--- src/rtl/alu_share_arbiter.sv ---
// Round-robin arbiter that time-shares one external combinational ALU between two
// requesters and keeps the registered result until its owner accepts it.
module alu_share_arbiter #(
   parameter int W      = 32,
   parameter int CTRL_W = 4,
   parameter int CNT_W  = 16
) (
   input  logic                clk,
   input  logic                rst,
   input  logic [1:0]          req_valid,
   output logic [1:0]          req_ready,
   input  logic [2*W-1:0]      req_opr1,
   input  logic [2*W-1:0]      req_opr2,
   input  logic [2*CTRL_W-1:0] req_ctrl,
   output logic [1:0]          rsp_valid,
   input  logic [1:0]          rsp_ready,
   output logic [W-1:0]        rsp_data,
   output logic                rsp_zero,
   output logic [W-1:0]        alu_opr1,
   output logic [W-1:0]        alu_opr2,
   output logic [CTRL_W-1:0]   alu_ctrl,
   input  logic [W-1:0]        alu_out,
   input  logic                alu_zero,
   output logic [CNT_W-1:0]    conflict_cnt,
   output logic [2:0]          dbg_state
);

   // Handshake: a transfer on any channel bit i happens in the cycle where
   // valid[i] and ready[i] are both high at the rising edge; a producer keeps
   // its payload stable while valid is high and ready is low.

   typedef enum logic {
      IDLE = 1'b0,
      HOLD = 1'b1
   } state_e;

   state_e            state_q, state_d;
   logic              owner_q, owner_d;
   logic              rr_ptr_q, rr_ptr_d;
   logic [W-1:0]      rsp_data_q, rsp_data_d;
   logic              rsp_zero_q, rsp_zero_d;
   logic [CNT_W-1:0]  cnt_q, cnt_d;

   logic              slot_free;
   logic              winner;
   logic              grant;
   logic [1:0]        waiting;
   logic [1:0]        wait_num;
   logic [CNT_W:0]    cnt_sum;

   localparam logic [CNT_W-1:0] CNT_MAX = {CNT_W{1'b1}};

   // The slot frees up in the same cycle the owner accepts, giving 1 op/cycle.
   always_comb begin
      slot_free = (state_q == IDLE) || rsp_ready[owner_q];
      winner    = (req_valid == 2'b11) ? rr_ptr_q : req_valid[1];
      grant     = slot_free && (req_valid != 2'b00);
   end

   always_comb begin
      req_ready = 2'b00;
      alu_opr1  = '0;
      alu_opr2  = '0;
      alu_ctrl  = '0;
      if (grant) begin
         req_ready = winner ? 2'b10 : 2'b01;
         alu_opr1  = winner ? req_opr1[2*W-1:W] : req_opr1[W-1:0];
         alu_opr2  = winner ? req_opr2[2*W-1:W] : req_opr2[W-1:0];
         alu_ctrl  = winner ? req_ctrl[2*CTRL_W-1:CTRL_W] : req_ctrl[CTRL_W-1:0];
      end
   end

   always_comb begin
      state_d    = state_q;
      owner_d    = owner_q;
      rr_ptr_d   = rr_ptr_q;
      rsp_data_d = rsp_data_q;
      rsp_zero_d = rsp_zero_q;
      if (grant) begin
         state_d    = HOLD;
         owner_d    = winner;
         rr_ptr_d   = ~winner;
         rsp_data_d = alu_out;
         rsp_zero_d = alu_zero;
      end else if (slot_free) begin
         state_d = IDLE;
      end
   end

   // Saturating add of the number of requesters left waiting this cycle.
   always_comb begin
      waiting  = req_valid & ~req_ready;
      wait_num = {1'b0, waiting[0]} + {1'b0, waiting[1]};
      cnt_sum  = {1'b0, cnt_q} + {{(CNT_W-1){1'b0}}, wait_num};
      cnt_d    = (cnt_sum > {1'b0, CNT_MAX}) ? CNT_MAX : cnt_sum[CNT_W-1:0];
   end

   always_ff @(posedge clk) begin
      if (rst) begin
         state_q    <= IDLE;
         owner_q    <= 1'b0;
         rr_ptr_q   <= 1'b0;
         rsp_data_q <= '0;
         rsp_zero_q <= 1'b0;
         cnt_q      <= '0;
      end else begin
         state_q    <= state_d;
         owner_q    <= owner_d;
         rr_ptr_q   <= rr_ptr_d;
         rsp_data_q <= rsp_data_d;
         rsp_zero_q <= rsp_zero_d;
         cnt_q      <= cnt_d;
      end
   end

   always_comb begin
      rsp_valid    = (state_q == HOLD) ? (owner_q ? 2'b10 : 2'b01) : 2'b00;
      rsp_data     = rsp_data_q;
      rsp_zero     = rsp_zero_q;
      conflict_cnt = cnt_q;
      dbg_state    = {owner_q, rr_ptr_q, state_q == HOLD};
   end

endmodule
--- config.mk ---
export PLATFORM = sky130hd
export DESIGN_NAME = alu_share_arbiter
export DESIGN_NICKNAME = d
export VERILOG_FILES = /design/src/rtl/alu_share_arbiter.sv
export SDC_FILE = /design/constraint.sdc
export NUM_CORES = 1
export LEC_CHECK = 0
export BUFFER_PORTS_ARGS = -buffer_cell sky130_fd_sc_hd__buf_2
export CORE_AREA = 2 2 116 118
export CTS_BUF_LIST = sky130_fd_sc_hd__clkbuf_8 sky130_fd_sc_hd__clkbuf_16
export DETAILED_ROUTE_END_ITERATION = 12
export DIE_AREA = 0 0 118 120
export PLACE_DENSITY = 0.61
export SETUP_SLACK_MARGIN = 0.1
export SLEW_MARGIN = 20
export SYNTH_ARGS = -nofsm -noshare
export SYNTH_HDL_FRONTEND = slang
export SYNTH_SLANG_ARGS = --single-unit
export TNS_END_PERCENT = 20
--- constraint.sdc ---
create_clock -name clk -period 7.95 [get_ports clk]
set_clock_uncertainty 0.15 [all_clocks]
set_input_delay 2.385 -clock clk [delete_from_list [all_inputs] [get_ports clk]]
set_output_delay 2.385 -clock clk [all_outputs]
set_load 0.02 [all_outputs]
[After elaboration in Yosys (flattened, before gate mapping)]
Cells that the tools add are included.
Word-level totals
  register bits: 52
  latch bits: 0
  bits in writable memories: 0
  memory bits (read-only): 0
  bits of input ports: 175
  output and inout port bits: 124
  word-level logic and storage cells: 35
  memories: 0
Cells by class
  $add $sub $neg: 2
  multiply operators: 0
  divide/modulo/power cells: 0
  $lt $le $gt $ge: 2
  equal/unequal tests: 1
  shifts and indexed selects: 0
  muxes and demuxes: 16
  bitwise operators: 4
  reductions and logical operators: 4
Operators with widths (count)
  $mux 32: 4
  $add 16x2->17: 1
  $gt 17x16->1 const B: 1
  $mux 16: 1
  $mux 2: 4
  $mux 4: 2
  $mux 1: 5
  $reduce_bool 2->1: 2
  $add 1x1->2: 1
  $and 2x2->2: 1
  $eq 2x2->1 const B: 1
  $lt 1x2->1 const B: 1
  $not 1->1: 2
  $not 2->2: 1
  $logic_and 1x1->1: 1
  $logic_or 1x1->1: 1

[Logic depth before layout (Yosys ltp)]
Gate-level depths: netlist of the first run.
  depth in word-level cells: 11
  mapped depth: 11
  depth with buffers taken out: 9

[Worst setup path before layout of the first run]
No wires, ideal clock.
  path kind: in2out
  start: input rsp_ready[1]
  end: output alu_opr1[24]
  arrival: 3.473 ns
  data required time: 5.415 ns
  path slack: 1.942 ns
  stages on the path: 4
  buffers on the path: 1
  cell sequence: mux2i_2 > a221oi_4 > buf_6 > a22o_1
Between the ends
  longest elaborated chain between the ends: 5
Ends and longest elaborated chain
  start, declared: RTL line 16  | input logic [1:0] rsp_ready,
  $mux 1 (implied by the code) (2 in a row): RTL line 55  | slot_free = (state_q == IDLE) || rsp_ready[owner_q];
  $logic_or 1x1->1: RTL line 55
  $logic_and 1x1->1: RTL line 57  | grant = slot_free && (req_valid != 2'b00);
  $mux 32: RTL line 65  | if (grant) begin
  end, declared: RTL line 19  | output logic [W-1:0] alu_opr1,
No other way between the ends. The select of a mux whose other input is x is not followed.

[Worst setup path after layout of the first run]
  start: input rsp_ready[1]
  end: output alu_opr2[23]
Between the ends
  longest elaborated chain between the ends: 5
Ends and longest elaborated chain
  $mux 1 (implied by the code) (2 in a row): RTL line 55
  $logic_or 1x1->1: RTL line 55
  $logic_and 1x1->1: RTL line 57
  $mux 32: RTL line 65
  end, declared: RTL line 20  | output logic [W-1:0] alu_opr2,
No other way between the ends. The select of a mux whose other input is x is not followed.

==> run summary, run 1 <==
Simple-gate portion of the synthesized area: 0.113
CTS clk-pin slew, worst paths: 70 ps
Worst setup EP type: output pin
Post-DP HPWL: 9560 um
Iter 0 DRT Violations: 109
CTS tree: done
Drt total wl: 11500 um
Pleak: 2.53 nW
Clock sink count: 52
Clock latency on the worst-skew pair: 290 ps
DRC violation count after routing: 0
Final slew viol count: 0
Drt via density: 4.59
Slowest stage delay, CP: 870 ps
Die span in x: 118 um
Die H: 120 um
Port Buf Inserts: 298
Crit-path cells: buf_2, mux2i_2, a221oi_4, buf_12, a22o_1, buf_2
FP Rows: 42
Total grt overflow: 0
CTS Buffer Depth: 2
Final setup viols: 0
Drt pass-1 iters: 4
Hold-fix buffers, CTS: 0
Setup Buffers After CTS: 0
Post-synth EDFFs: 0
Most frequent cell after synthesis: a22o_1
FF+latch count, synth: 52
Mapped cell area: 2850 um2
Actual slew at the worst max-slew pin: 1000 ps
DRT antenna net count: 0
H-Tree Level Count: 2
CP startpoint kind: input pin
Share of cells above drive strength 1: 0.561
Total GRT Usage: 0.150
Unrepaired setup endpoints after global routing: false
Ys async rst share: 0
Die area: 14200 um2
CTS buffer count: 5
Critical Path RT: 5410 ps
Synth Area in Compound Gates: 0.282
Root buf cell: clkbuf_16
Mux share of post-synthesis cell area: 0.124
Avg Cell Area, Syn: 9.68 um2
Slowest CP cell: a221oi_4
Post-synth top cells: 67 x a22o_1, 52 x dfxtp_1, 42 x nor2_1, 34 x mux2i_1, 17 x a21oi_1
Netlist cell types: 36
P&R area growth vs syn: 61.5%
Tcrit/Tclk final: 0.842
Hold WC Path Type: reg2reg
Crit-path most repeated cell: buf_2
Post-layout min period: 6690 ps
Util after Layout: 0.354
Wire per inst: 15.2 um
Post-Syn Instances: 294
R2r setup slk: 4240 ps
Crit path kind: in2out
First-pass GRT wire length: 17100 um
Initial antenna violation count: 4
Power Density: 168 nW/um2
Initial Util: 0.219
Adder-cell area share of the yosys netlist: 0.0114
Worst-path fanout max: 28
Vias in the first global route: 3297
Status: completed
Post-CTS Resized: 0
Setup TNS: 0 ps
Core area: 13000 um2
I/O pin cnt: 299
DR vias: 3476
Max-cap violations: 0
Hold WS: 344 ps
XOR/XNOR Fraction of Synth Area: 0.0277
Sequential share of the synthesized area: 0.366
Max VDD drop: 0.145 mV
Hold Vio Cnt, Final: 0
Yosys warns: 0
Arrival time at the worst endpoint: 4160 ps
Most common flop cell mapped by yosys: dfxtp_1
Rel. slew slack: 0.332
Largest net degree at the start of global routing: 57
Largest family of logic cells by synthesized area: compound AO/OA/AOI/OAI gates
Max Freq: 149 MHz
Yosys top cell by area: dfxtp_1
Syn Nets: 471
Leading cell types by total area after synthesis: dfxtp_1 37%, a22o_1 21%, mux2i_1 12%
Nets: 754
Final GP Congestion: 0.969
Synth top area share: 0.366
==> through the flow <==
stage          power [W]  cells  instance area (um2)  setup WS (ps)
5_1_grt         0.000816    758                 4600           1150
3_3_place_gp    0.000562    746                 4440           1340
2_1_floorplan   0.000459    294                 2850           1940
3_5_place_dp    0.000566    746                 4440           1280
6_report        0.000773    758                 4600           1260
4_1_cts         0.000786    754                 4590           1280
==> where the power goes <==
part           internal, W  switching, W  total, W
combinational     0.000116      0.000154  0.000270
sequential        0.000277     0.0000117  0.000288
clock             0.000117     0.0000973  0.000215
total             0.000510      0.000263  0.000773
==> state kept, by name (all words and copies together), names as in the netlist <==
| register | count |
|---|---|
| owner_q | 1 |
| rr_ptr_q | 1 |
| rsp_zero | 1 |
| rsp_data | 32 |
| state_q | 1 |
| conflict_cnt | 16 |
==> worst max-delay path: cells and delay by family <==
family,cells,cell delay (ps)
buf+inv,3,530
compound gates,2,1080
mux,1,140
==> worst paths after layout <==
kind	start	to	cells past startpoint
max	rsp_ready[1]	alu_opr2[23]	6
min	rsp_data[26]	rsp_data[26]	2
max reg2reg	owner_q	conflict_cnt[6]	9
min reg2reg	rsp_data[26]	rsp_data[26]	2
==> final cells by class <==
type | count | area, um2
Antenna cell | 4 | 10.0
Clock buffer | 5 | 125
Clock inverter | 3 | 23.8
Fill cell | 1355 | 8380
Inverter | 7 | 26.3
Multi-Input combinational cell | 207 | 1590
Sequential cell | 52 | 1040
Tap cell | 176 | 220
Timing Repair Buffer | 304 | 1560
==> logic make-up (layout without fill, tap and decap cells) <==
group           after synthesis  count (layout)
other cells                   0               4
fa+ha+maj                     2               2
xor+xnor                      9               9
mux                          35              35
compound gates               95              95
flops                        52              52
buf+inv                      35             319
simple gates                 66              66
==> placed cells by master (no fill, tap or decap), types with 2 or more instances in the layout <==
master | synthesis | layout
clkbuf_16 | 0 | 5
clkinvlp_4 | 0 | 2
diode_2 | 0 | 4
a221oi_4 | 2 | 2
buf_12 | 0 | 2
a21oi_1 | 17 | 17
dfxtp_1 | 52 | 52
nand4_1 | 3 | 3
nand3_1 | 2 | 2
inv_1 | 7 | 7
nor3_1 | 5 | 5
buf_2 | 8 | 298
o21ai_0 | 2 | 2
buf_4 | 6 | 4
nand2_1 | 5 | 5
nor4_1 | 2 | 2
mux2i_1 | 34 | 34
xor2_1 | 2 | 2
xnor2_1 | 7 | 7
nor2_1 | 42 | 42
a22o_1 | 67 | 67
==> per-layer routing <==
layer / part of all wire / global-route usage / wire (um) / up-vias
li1: - / - / - / 1666
met1: 0.41 / 0.183 / 4750 / 1597
met2: 0.48 / 0.252 / 5570 / 197
met3: 0.083 / 0.0423 / 959 / 16
met4: 0.022 / 0.0557 / 257 / 0
met5: 0 / 0 / 0 / -
Power figures use the tool's default switching activity.
==> inputs of run 2 (changes only) <==
--- a/config.mk
+++ b/config.mk
@@ -6,11 +6,11 @@
 export NUM_CORES = 1
 export LEC_CHECK = 0
 export BUFFER_PORTS_ARGS = -buffer_cell sky130_fd_sc_hd__buf_2
-export CORE_AREA = 2 2 116 118
+export CORE_AREA = 2 2 114 116
 export CTS_BUF_LIST = sky130_fd_sc_hd__clkbuf_8 sky130_fd_sc_hd__clkbuf_16
 export DETAILED_ROUTE_END_ITERATION = 12
-export DIE_AREA = 0 0 118 120
-export PLACE_DENSITY = 0.61
+export DIE_AREA = 0 0 116 118
+export PLACE_DENSITY = 0.63
 export SETUP_SLACK_MARGIN = 0.1
 export SLEW_MARGIN = 20
 export SYNTH_ARGS = -nofsm -noshare
==> constraint.sdc (replaced) <==
create_clock -name clk -period 6.2 [get_ports clk]
set_clock_uncertainty 0.15 [all_clocks]
set_input_delay 1.86 -clock clk [delete_from_list [all_inputs] [get_ports clk]]
set_output_delay 1.86 -clock clk [all_outputs]
set_load 0.02 [all_outputs]
==> run 2 against run 1 <==
Effect of this change:
- sequential power grew 28%
- largest power group is now the clock network
- power grew 44%
- flip-flop and latch count is the same
- combinational power grew 30%
- cell count shrank 1.2%
- critical endpoint is now alu_opr1[28]
- clock-buffer cell count is the same
- routed wire length grew 8.8%
- worst setup slack lost 370 ps
- worst hold slack lost 3.9 ps
==> run summary, run 2 (synthesis results as in run 1) <==
Status: completed
Share of cells above drive strength 1: 0.560 (-0.000762)
Max VDD drop: 0.170 mV (+17%)
Post-DP HPWL: 10600 um (+11%)
Worst-path fanout max: 42 (+50%)
Root buf cell: clkbuf_16
Total GRT Usage: 0.171 (+0.0213)
DRC violation count after routing: 0 (unchanged)
Post-layout min period: 5310 ps
Final GP Congestion: 0.958 (-1.2%)
FP Rows: 41 (-2.4%)
Total power draw: 0.00111 W (+44%)
Unrepaired setup endpoints after global routing: false
Critical Path RT: 4190 ps (-1220 ps)
Die H: 118 um (-1.7%)
Total grt overflow: 0 (unchanged)
Core area: 12400 um2 (-4.4%)
Sw frac: 0.304 (-0.0367)
First-pass GRT wire length: 18000 um (+5.7%)
Vias in the first global route: 3322 (+0.76%)
Post-CTS Resized: 0 (unchanged)
P&R area growth vs syn: 62.7%
CP startpoint kind: input pin
Initial antenna violation count: 5 (+1)
Final setup viols: 0 (unchanged)
Rel. slew slack: 0.395 (+0.0623)
H-Tree Level Count: 2 (unchanged)
Wire per inst: 16.8 um (+10%)
Cells on worst reg2reg path: 10 (+1)
Slowest CP cell: mux2i_2
Largest net degree at the start of global routing: 53 (-7.0%)
Pleak: 2.56 nW (+1.2%)
Worst setup EP type: output pin
Initial Util: 0.229 (+0.00999)
I/O pin cnt: 299 (unchanged)
Setup Buffers After CTS: 0 (unchanged)
Die area: 13700 um2 (-3.3%)
Hold Vio Cnt, Final: 0 (unchanged)
Hold WC Path Type: reg2reg
Slowest stage delay, CP: 440 ps (-430 ps)
Nets: 753 (-0.13%)
NetSw: 0.000338 W (+28%)
Reg power frac: 0.333 (-0.040)
Met3 usage: 0.0711 (+0.0288)
Number of diodes: 0 (-4)
Clock latency on the worst-skew pair: 280 ps (about the same)
Power Density: 240 nW/um2 (+43%)
Commonest cells after routing, fill and taps aside: 298 x buf_2, 67 x a22o_1, 52 x dfxtp_1
Met2 usage: 0.280 (+0.0278)
Met1 usage: 0.201 (+0.0180)
Setup TNS: 0 ps (unchanged)
Tcrit/Tclk final: 0.857
Arrival time at the worst endpoint: 3300 ps (-860 ps)
CTS Buffer Depth: 2 (unchanged)
CTS tree: done
HP Start: rsp_data[0]
Worst flop-to-flop path startpoint: owner_q
Drt pass-1 iters: 4 (unchanged)
Final slew viol count: 0 (unchanged)
Most common cell after layout, fill and taps aside: buf_2
Clock Power Share: 0.352 (+0.075)
Hold Path Sink: rsp_data[0]
Worst R2R End: conflict_cnt[1]
Drt total wl: 12600 um (+8.8%)
Clock sink count: 52 (unchanged)
DR vias: 3447 (-0.83%)
Iter 0 DRT Violations: 149 (+37%)
Logic pwr share: 0.315 (-0.034)
Drt via density: 4.60 (+0.36%)
Grt peak-use layer: met2
Port Buf Inserts: 298 (unchanged)
Max-cap violations: 0 (unchanged)
DRT antenna net count: 0 (unchanged)
Crit-path most repeated cell: buf_2
CTS clk-pin slew, worst paths: 70 ps (about the same)
Hold Path Cell Cnt: 2 (unchanged)
Die span in x: 116 um (-1.7%)
CTS buffer count: 5 (unchanged)
Max Freq: 188 MHz
Max reg flops: 32 (unchanged)
Hold-fix buffers, CTS: 0 (unchanged)
Pint: 0.000774 W (+52%)
Crit path kind: in2out
Crit-path cells: buf_2, mux2i_2, a221oi_4, buf_12, a22o_1, buf_2
Actual slew at the worst max-slew pin: 908 ps (-93.5 ps)
R2r setup slk: 2330 ps (-1910 ps)
## run 2: cell types whose count changed in the layout (fill, tap and decap cells not counted), sizes merged
cell      delta
buf          -1
diode        -4
bufinv       +3
clkinv       -1
clkinvlp     -2
## run 2: how the worst max path moves through the flow
stage | startpoint | end | slack (ps) | cells after the start
floorplan | rsp_ready[1] | alu_opr1[24] | 1240 | 4
global placement | rsp_ready[0] | alu_opr1[28] | 430 | 6
finish | rsp_ready[1] | alu_opr1[28] | 890 | 6
CTS | rsp_ready[0] | alu_opr1[28] | 350 | 6
global route | rsp_ready[0] | alu_opr2[19] | 840 | 6
detailed placement | rsp_ready[0] | alu_opr1[28] | 360 | 6
## run 2: final cells by class
| class | instances | area, um2 |
|---|---|---|
| clock buffer | 5 | 125 |
| clock inverter | 3 | 90.1 |
| fill | 1318 | 7780 |
| inverter | 7 | 26.3 |
| multi-input combinational | 207 | 1590 |
| sequential | 52 | 1040 |
| tap | 172 | 215 |
| timing repair buffer | 303 | 1550 |
## run 2: worst max-delay path, delay by kind of cell
family	cells	cell delay, ps
compound gates	2	480
buf+inv	3	500
mux	1	440
## run 2: stage by stage
stage / setup slack, ps / area [um2] / hold slack (ps) / utilization / cells
after floorplan: 1240 / 2850 / 385 / - / 294
after global placement: 433 / 4410 / 320 / 0.355 / 740
final: 890 / 4630 / 340 / 0.373 / 749
after global routing: 840 / 4630 / 372 / 0.373 / 749
after detailed placement: 361 / 4410 / 328 / 0.355 / 740
after CTS: 351 / 4620 / 346 / 0.372 / 748
## run 2: layer usage
layer / up-vias / wire length (um) / share of wire
met4: 10 / 355 / 0.028
li1: 1655 / - / -
met1: 1565 / 4850 / 0.39
met5: - / 59 / 0.0047
met3: 32 / 1480 / 0.12
met2: 185 / 5820 / 0.46
## run 2: power groups by stage
stage	combinational [W]	sequential (W)	clock (W)
floorplan	0.000191	0.000398	0
global placement	0.000347	0.000376	0
finish	0.000350	0.000370	0.000391
CTS	0.000351	0.000370	0.000402
detailed placement	0.000351	0.000377	0
global route	0.000377	0.000372	0.000417
==> inputs of run 3 (changes only) <==
--- a/config.mk
+++ b/config.mk
@@ -6,11 +6,12 @@
 export NUM_CORES = 1
 export LEC_CHECK = 0
 export BUFFER_PORTS_ARGS = -buffer_cell sky130_fd_sc_hd__buf_2
-export CORE_AREA = 2 2 114 116
+export CORE_AREA = 2 2 116 118
 export CTS_BUF_LIST = sky130_fd_sc_hd__clkbuf_8 sky130_fd_sc_hd__clkbuf_16
 export DETAILED_ROUTE_END_ITERATION = 12
-export DIE_AREA = 0 0 116 118
-export PLACE_DENSITY = 0.63
+export DIE_AREA = 0 0 118 120
+export PLACE_DENSITY = 0.61
+export RECOVER_POWER = 100
 export SETUP_SLACK_MARGIN = 0.1
 export SLEW_MARGIN = 20
 export SYNTH_ARGS = -nofsm -noshare
==> constraint.sdc (replaced) <==
create_clock -name clk -period 6.7 [get_ports clk]
set_clock_uncertainty 0.15 [all_clocks]
set_input_delay 2.01 -clock clk [delete_from_list [all_inputs] [get_ports clk]]
set_output_delay 2.01 -clock clk [all_outputs]
set_load 0.02 [all_outputs]
==> run 3 against run 2 <==
Effect of this change:
- the flow now finishes with violations (capacitance limit, slew limit)
- final area shrank 5.7%
- sequential share of layout area up 1.4 points
- clock-buffer cell count did not move
- critical path depth unchanged
- register-to-register slack better by 260 ps
- clock power decreased by 36%
- via count down 0.67%
- core utilization down 3.7 points
- flip-flop and latch count did not move
- critical endpoint is now alu_opr2[10]
- highest routed layer is now met4
==> run summary, run 3 (synthesis results as in run 1) <==
CP startpoint: rsp_ready[1]
Drt total wl: 11300 um (-10%)
Post-DP HPWL: 9260 um (-13%)
Iter 0 DRT Violations: 139 (-6.7%)
I/O pin cnt: 299 (unchanged)
Number of fillers in the final layout: 1425 (+8.1%)
Slowest stage delay, CP: 700 ps (+260 ps)
Tcrit/Tclk final: 0.943
Largest net degree at the start of global routing: 57 (+7.5%)
Nets: 751 (-0.27%)
Worst flop-to-flop path startpoint: owner_q
Pleak: 2.06 nW (-19%)
Critical Path RT: 4540 ps (+350 ps)
Max reg flops: 32 (unchanged)
FP Rows: 42 (+2.4%)
Die area: 14200 um2 (+3.4%)
Unrepaired setup endpoints after global routing: false
Setup TNS: 0 ps (unchanged)
CTS Buffer Depth: 2 (unchanged)
Slowest CP cell: a221oi_4
DR vias: 3424 (-0.67%)
Register area: 1040 um2 (unchanged)
CTS buffer count: 5 (unchanged)
Worst setup EP type: output pin
Initial Util: 0.219 (-0.00999)
Final setup viols: 0 (unchanged)
HP Start: rsp_data[20]
Hold WC Path Type: reg2reg
Failing checks: capacitance limit, slew limit
Hold-fix buffers, CTS: 0 (unchanged)
CTS clk-pin slew, worst paths: 60 ps (about the same)
Actual slew at the worst max-slew pin: 2240 ps (+1340 ps)
Placed instance area: 4390 um2 (-0.34%)
Vias in the first global route: 3242 (-2.4%)
Post-CTS Resized: 0 (unchanged)
Setup Buffers After CTS: 0 (unchanged)
Initial antenna violation count: 0 (-5)
Crit-path cells: buf_2, mux2i_1, a221oi_4, buf_4, a22o_1, clkbuf_1
Drt pass-1 iters: 4 (unchanged)
Most common cell after layout, fill and taps aside: buf_2
Clock latency on the worst-skew pair: 290 ps (about the same)
Rel. slew slack: -0.497 (-0.891)
DRC violation count after routing: 0 (unchanged)
Max-cap violations: 1 (+1)
Top Family by Delay on Critical Path: compound AO/OA/AOI/OAI gates
Clock sink count: 52 (unchanged)
Hold WS: 352 ps (+11.6 ps)
Die H: 120 um (+1.7%)
First-pass GRT wire length: 16900 um (-6.4%)
H-Tree Level Count: 2 (unchanged)
Max VDD drop: 0.168 mV (-1.1%)
Final slew viol count: 53 (+53)
P&R area growth vs syn: 53.5%
Root buf cell: clkbuf_16
Dpl ws: 600 ps (+239 ps)
Final GP Congestion: 0.959 (+0.10%)
Number of diodes: 0 (unchanged)
Share of cells above drive strength 1: 0.343 (-0.217)
Die span in x: 118 um (+1.7%)
Hold Vio Cnt, Final: 0 (unchanged)
Wire per inst: 15.0 um (-10%)
Post-layout min period: 6320 ps
Arrival time at the worst endpoint: 4160 ps (+860 ps)
Post-route cell area: 4370 um2 (-5.7%)
WP buf/inv: 3 (unchanged)
Core area: 13000 um2 (+4.6%)
Status: complete, but fails checks
Drt via density: 4.56 (-0.93%)
Final worst slack: 385 ps (-505 ps)
Power Density: 204 nW/um2 (-15%)
Max Freq: 158 MHz
Total GRT Usage: 0.146 (-0.0249)
CTS tree: done
Footprint of the multi-input gates: 1570 um2 (-0.94%)
Total grt overflow: 0 (unchanged)
CP startpoint kind: input pin
Port Buf Inserts: 298 (unchanged)
Commonest cells after routing, fill and taps aside: 177 x buf_2, 121 x clkbuf_1, 67 x a22o_1
DRT antenna net count: 0 (unchanged)
Crit path kind: in2out
Worst-path fanout max: 55 (+31%)
run 3: changes by cell type in the layout (fill, tap and decap cells not counted), sizes merged:
| cell | delta |
|---|---|
| buf | -123 |
| clkinv | +3 |
| clkbuf | +121 |
| bufinv | -3 |
run 3: layout make-up:
| type | instances | share of cell area |
|---|---|---|
| multi-input combinational | 207 | 0.360 |
| inverter | 7 | 0.00602 |
| tap | 176 | 0.0504 |
| sequential | 52 | 0.238 |
| clock inverter | 3 | 0.00430 |
| clock buffer | 5 | 0.0286 |
| timing repair buffer | 301 | 0.312 |
run 3: final timing paths:
kind	endpoint	slack, ps	depth (start not counted)
setup / recovery	alu_opr2[10]	380	6
hold / removal	rsp_data[20]	350	2
setup reg to reg	conflict_cnt[3]	2590	9
hold reg to reg	rsp_data[20]	350	2
run 3: per-stage QoR:
| step | util | instances | power [W] |
|---|---|---|---|
| after floorplan | - | 294 | 0.000545 |
| after global placement | 0.338 | 743 | 0.000661 |
| after detailed placement | 0.338 | 743 | 0.000666 |
| after CTS | 0.349 | 751 | 0.000921 |
| after global routing | 0.337 | 751 | 0.000940 |
| final | 0.337 | 751 | 0.000893 |
run 3: metal layers:
layer	routed length [um]	global-route usage
met4	208	0.0392
met3	927	0.0428
met1	4860	0.183
met2	5300	0.247
met5	0	0
run 3: report_power, final:
group	internal (W)	switching (W)	total, W	leakage [nW]
registers	0.000328	0.0000142	0.000343	0.428
clock network	0.000138	0.000111	0.000249	0.0736
logic	0.000117	0.000184	0.000301	1.56
total	0.000583	0.000310	0.000893	2.06
run 3: tightest hold or removal path: stages (launching register included):
cell and delay (ps):
dfxtp_1 330, mux2i_1 60, nor2_1 70
